<file path="src/rtl/pong_pkg.sv">
// Shared pong display definitions: digit/segment geometry, BCD limits,
// converter state encoding and the 7-segment decoder.
package pong_pkg;

  localparam int unsigned SEG_W      = 7;   // {g,f,e,d,c,b,a}
  localparam int unsigned NUM_DIGITS = 4;   // P1 tens, P1 ones, P2 tens, P2 ones
  localparam int unsigned IDX_W      = 2;   // scan index width
  localparam int unsigned BIN_W      = 7;   // binary score after saturation
  localparam int unsigned BCD_W      = 8;   // two BCD nibbles
  localparam int unsigned BCD_MAX    = 99;  // largest displayable score

  typedef enum logic [1:0] {
    CONV_IDLE  = 2'd0,
    CONV_SHIFT = 2'd1,
    CONV_DONE  = 2'd2
  } conv_state_t;

  typedef struct packed {
    logic [3:0] tens;
    logic [3:0] ones;
  } bcd_t;

  // Active-high segment pattern; nibbles above 9 decode to blank.
  function automatic logic [SEG_W-1:0] seven_seg(input logic [3:0] d);
    logic [SEG_W-1:0] s;
    case (d)
      4'd0:    s = 7'b0111111;
      4'd1:    s = 7'b0000110;
      4'd2:    s = 7'b1011011;
      4'd3:    s = 7'b1001111;
      4'd4:    s = 7'b1100110;
      4'd5:    s = 7'b1101101;
      4'd6:    s = 7'b1111101;
      4'd7:    s = 7'b0000111;
      4'd8:    s = 7'b1111111;
      4'd9:    s = 7'b1101111;
      default: s = 7'b0000000;
    endcase
    return s;
  endfunction

endpackage

</file>
<file path="src/rtl/bin2bcd_serial.sv">
// Serial double-dabble converter: one add-3/shift step per cycle.
// Ports:
//   clk, reset  clock, synchronous active-high reset (aborts a conversion)
//   start       accepted only in IDLE; latches bin
//   bin         binary value 0..99
//   bcd         {tens, ones}; valid while done=1
//   done        high for the single DONE cycle
//   busy        high in SHIFT and DONE
module bin2bcd_serial
  import pong_pkg::*;
(
  input  logic             clk,
  input  logic             reset,
  input  logic             start,
  input  logic [BIN_W-1:0] bin,
  output logic [BCD_W-1:0] bcd,
  output logic             done,
  output logic             busy
);

  localparam int unsigned SR_W  = BCD_W + BIN_W;
  localparam int unsigned CNT_W = 3;

  conv_state_t     state;
  logic [SR_W-1:0] sr;
  logic [CNT_W-1:0] cnt;

  // One double-dabble iteration: correct each BCD nibble >= 5, then shift.
  function automatic logic [SR_W-1:0] dabble_step(input logic [SR_W-1:0] v);
    logic [SR_W-1:0] a;
    a = v;
    if (a[BIN_W+7:BIN_W+4] >= 4'd5) a[BIN_W+7:BIN_W+4] = a[BIN_W+7:BIN_W+4] + 4'd3;
    if (a[BIN_W+3:BIN_W]   >= 4'd5) a[BIN_W+3:BIN_W]   = a[BIN_W+3:BIN_W]   + 4'd3;
    return {a[SR_W-2:0], 1'b0};
  endfunction

  // Converter FSM with registered done/busy flags.
  always_ff @(posedge clk) begin
    if (reset) begin
      state <= CONV_IDLE;
      sr    <= '0;
      cnt   <= '0;
      done  <= 1'b0;
      busy  <= 1'b0;
    end else begin
      case (state)
        CONV_IDLE: begin
          done <= 1'b0;
          if (start) begin
            sr    <= {BCD_W'(0), bin};
            cnt   <= '0;
            busy  <= 1'b1;
            state <= CONV_SHIFT;
          end
        end
        CONV_SHIFT: begin
          sr  <= dabble_step(sr);
          cnt <= cnt + CNT_W'(1);
          if (cnt == CNT_W'(BIN_W - 1)) begin
            done  <= 1'b1;
            state <= CONV_DONE;
          end
        end
        CONV_DONE: begin
          done  <= 1'b0;
          busy  <= 1'b0;
          state <= CONV_IDLE;
        end
        default: begin
          done  <= 1'b0;
          busy  <= 1'b0;
          state <= CONV_IDLE;
        end
      endcase
    end
  end

  assign bcd = sr[SR_W-1:BIN_W];

endmodule

</file>
<file path="src/rtl/score_display_mux.sv">
// Two-player, two-digit multiplexed 7-segment score driver with shared
// serial BCD conversion, leading-zero blanking and game-over blinking.
// Ports:
//   clk, reset          clock, synchronous active-high reset
//   score_p1, score_p2  binary scores; values above 99 display as 99
//   blank_lz            blank a tens digit that is 0
//   seg                 {g,f,e,d,c,b,a}, registered, polarity set by SEG_ACT
//   dig_sel             one-hot digit enable, registered
//                       [0]=P1 tens [1]=P1 ones [2]=P2 tens [3]=P2 ones
//   busy                BCD conversion in progress
module score_display_mux
  import pong_pkg::*;
#(
  parameter int unsigned SCORE_W   = 7,
  parameter int unsigned WIN_SCORE = 9,
  parameter int unsigned SCAN_DIV  = 1,
  parameter int unsigned BLINK_W   = 10,
  parameter bit          SEG_ACT   = 1'b1
) (
  input  logic                  clk,
  input  logic                  reset,
  input  logic [SCORE_W-1:0]    score_p1,
  input  logic [SCORE_W-1:0]    score_p2,
  input  logic                  blank_lz,
  output logic [SEG_W-1:0]      seg,
  output logic [NUM_DIGITS-1:0] dig_sel,
  output logic                  busy
);

  localparam int unsigned PRE_W = (SCAN_DIV > 1) ? $clog2(SCAN_DIV) : 1;
  localparam logic [SEG_W-1:0] SEG_OFF = {SEG_W{~SEG_ACT}};

  logic [BIN_W-1:0]   shadow_p1, shadow_p2;
  logic               p2_prio;   // P2 lost the last tie; it goes first next time
  logic               cur_p2;    // player whose conversion is in flight
  bcd_t               bcd_p1, bcd_p2;
  logic [PRE_W-1:0]   pre;
  logic [IDX_W-1:0]   idx;
  logic [BLINK_W-1:0] blink;

  logic [BCD_W-1:0]   conv_bcd;
  logic               conv_done;
  logic               conv_busy;

  logic [BIN_W-1:0]   sat_p1_c, sat_p2_c;
  logic               p1_diff_c, p2_diff_c;
  logic               start_c, sel_p2_c;
  logic [BIN_W-1:0]   conv_bin_c;
  logic               go_c, vis_c;
  logic [3:0]         nib_c;
  logic               blank_c;
  logic [SEG_W-1:0]   seg_next_c;

  // Saturation, change detection and converter arbitration.
  always_comb begin
    sat_p1_c   = (32'(score_p1) > BCD_MAX) ? BIN_W'(BCD_MAX) : BIN_W'(score_p1);
    sat_p2_c   = (32'(score_p2) > BCD_MAX) ? BIN_W'(BCD_MAX) : BIN_W'(score_p2);
    p1_diff_c  = (sat_p1_c != shadow_p1);
    p2_diff_c  = (sat_p2_c != shadow_p2);
    start_c    = !conv_busy && (p1_diff_c || p2_diff_c);
    sel_p2_c   = p2_diff_c && (!p1_diff_c || p2_prio);
    conv_bin_c = sel_p2_c ? sat_p2_c : sat_p1_c;
  end

  bin2bcd_serial u_bin2bcd (
    .clk   (clk),
    .reset (reset),
    .start (start_c),
    .bin   (conv_bin_c),
    .bcd   (conv_bcd),
    .done  (conv_done),
    .busy  (conv_busy)
  );

  // Digit content for the current scan slot, including blink and blanking.
  always_comb begin
    go_c  = (shadow_p1 >= BIN_W'(WIN_SCORE)) || (shadow_p2 >= BIN_W'(WIN_SCORE));
    vis_c = !go_c || blink[BLINK_W-1];
    case (idx)
      2'd0:    nib_c = bcd_p1.tens;
      2'd1:    nib_c = bcd_p1.ones;
      2'd2:    nib_c = bcd_p2.tens;
      default: nib_c = bcd_p2.ones;
    endcase
    // Even slots are tens digits; ones digits are never blanked.
    blank_c    = !vis_c || (!idx[0] && blank_lz && (nib_c == 4'd0));
    seg_next_c = blank_c ? SEG_OFF
                         : (SEG_ACT ? seven_seg(nib_c) : ~seven_seg(nib_c));
  end

  // Shadows, display BCD registers, scan, blink and output registers.
  always_ff @(posedge clk) begin
    if (reset) begin
      shadow_p1 <= '0;
      shadow_p2 <= '0;
      p2_prio   <= 1'b0;
      cur_p2    <= 1'b0;
      bcd_p1    <= '0;
      bcd_p2    <= '0;
      pre       <= '0;
      idx       <= '0;
      blink     <= '0;
      seg       <= SEG_OFF;
      dig_sel   <= NUM_DIGITS'(1);
    end else begin
      if (start_c) begin
        cur_p2 <= sel_p2_c;
        if (sel_p2_c) begin
          shadow_p2 <= sat_p2_c;
          p2_prio   <= 1'b0;
        end else begin
          shadow_p1 <= sat_p1_c;
          p2_prio   <= p2_diff_c;
        end
      end

      // Display registers change only on completed conversions.
      if (conv_done) begin
        if (cur_p2) bcd_p2 <= bcd_t'(conv_bcd);
        else        bcd_p1 <= bcd_t'(conv_bcd);
      end

      if (pre == PRE_W'(SCAN_DIV - 1)) begin
        pre <= '0;
        idx <= idx + IDX_W'(1);
      end else begin
        pre <= pre + PRE_W'(1);
      end

      blink <= blink + BLINK_W'(1);

      // Select and segments are both taken from idx on the same edge.
      dig_sel <= NUM_DIGITS'(1) << idx;
      seg     <= seg_next_c;
    end
  end

  assign busy = conv_busy;

endmodule
</file>
<file path="config.mk">
export PLATFORM = sky130hd
export DESIGN_NAME = score_display_mux
export DESIGN_NICKNAME = d
export VERILOG_FILES = /design/src/rtl/pong_pkg.sv /design/src/rtl/bin2bcd_serial.sv /design/src/rtl/score_display_mux.sv
export SDC_FILE = /design/constraint.sdc
export NUM_CORES = 1
export LEC_CHECK = 0
export CAP_MARGIN = 10
export CORE_MARGIN = 3
export CORE_UTILIZATION = 35
export DETAILED_ROUTE_END_ITERATION = 12
export GPL_ROUTABILITY_DRIVEN = 0
export PLACE_DENSITY_LB_ADDON = 0.25
export REMOVE_ABC_BUFFERS = 1
export SLEW_MARGIN = 20
export SYNTH_ARGS = -nofsm -noshare
export SYNTH_HDL_FRONTEND = slang
export SYNTH_SLANG_ARGS = --single-unit
export TNS_END_PERCENT = 30
</file>
<file path="constraint.sdc">
create_clock -name clk -period 3 [get_ports clk]
set_clock_uncertainty 0.1 [all_clocks]
set_input_delay 0.6 -clock clk [delete_from_list [all_inputs] [get_ports clk]]
set_output_delay 0.6 -clock clk [all_outputs]
set_load 0.05 [all_outputs]
</file>
==> impl_metrics.ini <==
[critical_path]
rr_worst_depth = 9
crit_fanout = 10
r2r_start = idx[0]
slowest_delay_ps = 580
crit_path_cell_trace = clkdlybuf4s50_1 > nand2_1 > and4_1 > o32a_1 > and3_2 > a2111oi_4 > buf_4 > a211oi_1 > a211oi_2
critPathTopFamily = compound AO/OA/AOI/OAI gates
critPathLaunch = score_p1[5]
crit_slowest_cell = clkdlybuf4s50_1
end_kind = flop
crit_required_ps = 3180
path_buf_inv = 2
worst_ep_arrival_time_ps = 2990
start_kind = input pin
cp_num_cells = 9
crit_type = in -> reg

[logic_synthesis]
yosysUniqueCellTypes = 59
synth_top_area_share_pct = 40.17
synth_top_family_by_area = simple AND/OR/NAND/NOR gates
synth-main-ff-cell = dfxtp_1
synth_enable_flop_cells = 0
synth-xor-area-share_pct = 4.506
syn_area_mm2 = 0.003887
netlist_top_cells_count = dfxtp_1 (78), nor2_1 (67), a21oi_1 (40)
ys_warn_count = 0
yosysMostFrequentCell = dfxtp_1
synthTopCellsByArea = dfxtp_1 (40%), nor2_1 (6.5%), ha_1 (5.5%), mux2i_1 (5.4%), a21oi_1 (5.1%)
synthCells = 447
yosysTopAreaCell = dfxtp_1
synth_compound_area_share_pct = 18.31
synth.mux.area_fraction_pct = 5.986
synthAdderAreaFrac_pct = 5.472
synth.avg_cell_area_um2 = 8.697
synth-simple-area-share_pct = 21.92
ys_ff_latch = 78
synth-async-reset-ratio_pct = 0
yosysSeqAreaShare_pct = 40.17

[power_and_ir_drop]
power.total_uw = 2332
power_leakage_uw = 0.001826
ir_worst_vdd_uv = 220.3
power.density_mw_per_mm2 = 499.9

[min_path]
hold_start = blink[0]
min_path_cells = 1
hold_class = reg -> reg

[routing]
wire_per_inst_um = 13.48
vias = 3188
remaining_drc_errors = 0
via_per_inst = 5.036
drtAntennaViolNets = 0
dr.first_iter.drc_count = 207
first_pass_iters = 4
routed_wl_um = 8534

[floorplan]
initial_core_util_pct = 36.83
die_x_um = 111.4
std_cell_rows = 37
die-height_um = 111.4
core_mm2 = 0.01056
die_area_mm2 = 0.01241
boundaryPins = 29

[clock_network]
clkLatencyLatePin_ps = 350
htree_levels = 3
cts.sinks = 78
cts_buffers = 9
cts_tree = yes
path_clk_slew_ps = 80
cts_root_buf = clkbuf_8
clockBufferDepth = 2
postCtsSetupRepairBufs = 0

[sta]
setup_violations = 0
slew_viol_final = 0
max_freq_mhz = 355.9
finalSetupTns_ps = 0
hold_viol = 0
max_slew_margin_pct = 33.71
rsz0062_at_grt = false
fin_crit_sh_pct = 93.67
max_slew.worst_pin.slew_ps = 983.9
layout_min_cycle_time_ps = 2810

[grt]
antenna_found_initial = 0
grt_max_degree = 71
overflow = 0
grt_pass1_wl_um = 14570
grt_usage_pct = 14.12
grt_pass1_vias = 3019

[run]
cap_viol_max_count = 0

[final_layout]
utilization_pct = 44.20
layout.nets = 526
final_cells = 633
drive_gt1_share_pct = 12.07
antenna_cells = 0
multiInputGateArea_mm2 = 0.002191
design_area_mm2 = 0.004666
fillers = 1024
regArea_mm2 = 0.001562
syn_to_final_growth_pct = 20.02

[placement]
postPlaceCellArea_mm2 = 0.004472
placed_cells = 617
dp_hpwl_um = 6114
portBuffers = 28

[outcome]
status = completed
==> kinds of logic after synthesis <==
| family | Yosys count |
|---|---|
| xor+xnor | 20 |
| simple gates | 178 |
| flops | 78 |
| fa+ha+maj | 17 |
| other cells | 1 |
| buf+inv | 34 |
| compound gates | 96 |
| mux | 23 |
==> cell usage in the layout, fill, tap and decap left out, types with 11 or more instances in the layout <==
cell and n:
dfxtp_1 78, nor2_1 67, a21oi_1 40, nand2_1 32, clkdlybuf4s50_1 27, buf_4 25, nand3_1 23, mux2i_1 21
ha_1 17, inv_1 12, nor3_1 12, xnor2_1 11
==> path summary, 6_finish.rpt <==
kind	end	slack [ps]
min reg2reg	blink[0]	340
max	u_bin2bcd.sr[2]	190
min	blink[0]	340
max reg2reg	seg[6]	320
==> where the power goes <==
part           internal (µW)  switching, µW  leakage [µW]
logic                    187            231       0.00110
clock network            387            393     0.0000935
registers               1090           47.9      0.000636
==> flip-flops by register name, indices dropped and copies added (netlist names), 4 cells and up <==
register / flops
bcd_p1: 8
bcd_p2: 8
blink: 10
dig_sel: 4
seg: 7
shadow_p1: 7
shadow_p2: 7
u_bin2bcd.sr: 15
==> final cells by class <==
class	count	area share [%]
clock buffer	11	2.816
clock inverter	5	1.287
inverter	13	1.046
multi-input combinational	335	46.96
sequential	78	33.47
tap	136	3.647
timing repair buffer	55	10.78
==> metal layers <==
metal / track usage, % / vias up / routed length (µm)
met2: 21.71 / 37 / 3803
met1: 19.54 / 1469 / 4285
met3: 3.750 / 9 / 347
met4: 4.136 / 0 / 97
li1: - / 1673 / -
met5: 0 / - / 0
==> per-stage QoR <==
stage	setup slack, ps	hold slack (ps)
2_1_floorplan	353.5	307.6
3_5_place_dp	-309.2	328.1
3_3_place_gp	-211.0	326.7
6_report	189.9	342.1
5_1_grt	31.35	364.1
4_1_cts	57.84	346.4
==> timing repair <==
| item | CTS | global route |
|---|---|---|
| setup endpoints to repair | 0 | 21 |
| hold buffers | 0 | 0 |
| gates resized for setup | 0 | 3 |
Note: power is estimated with default switching activity, not from simulation.
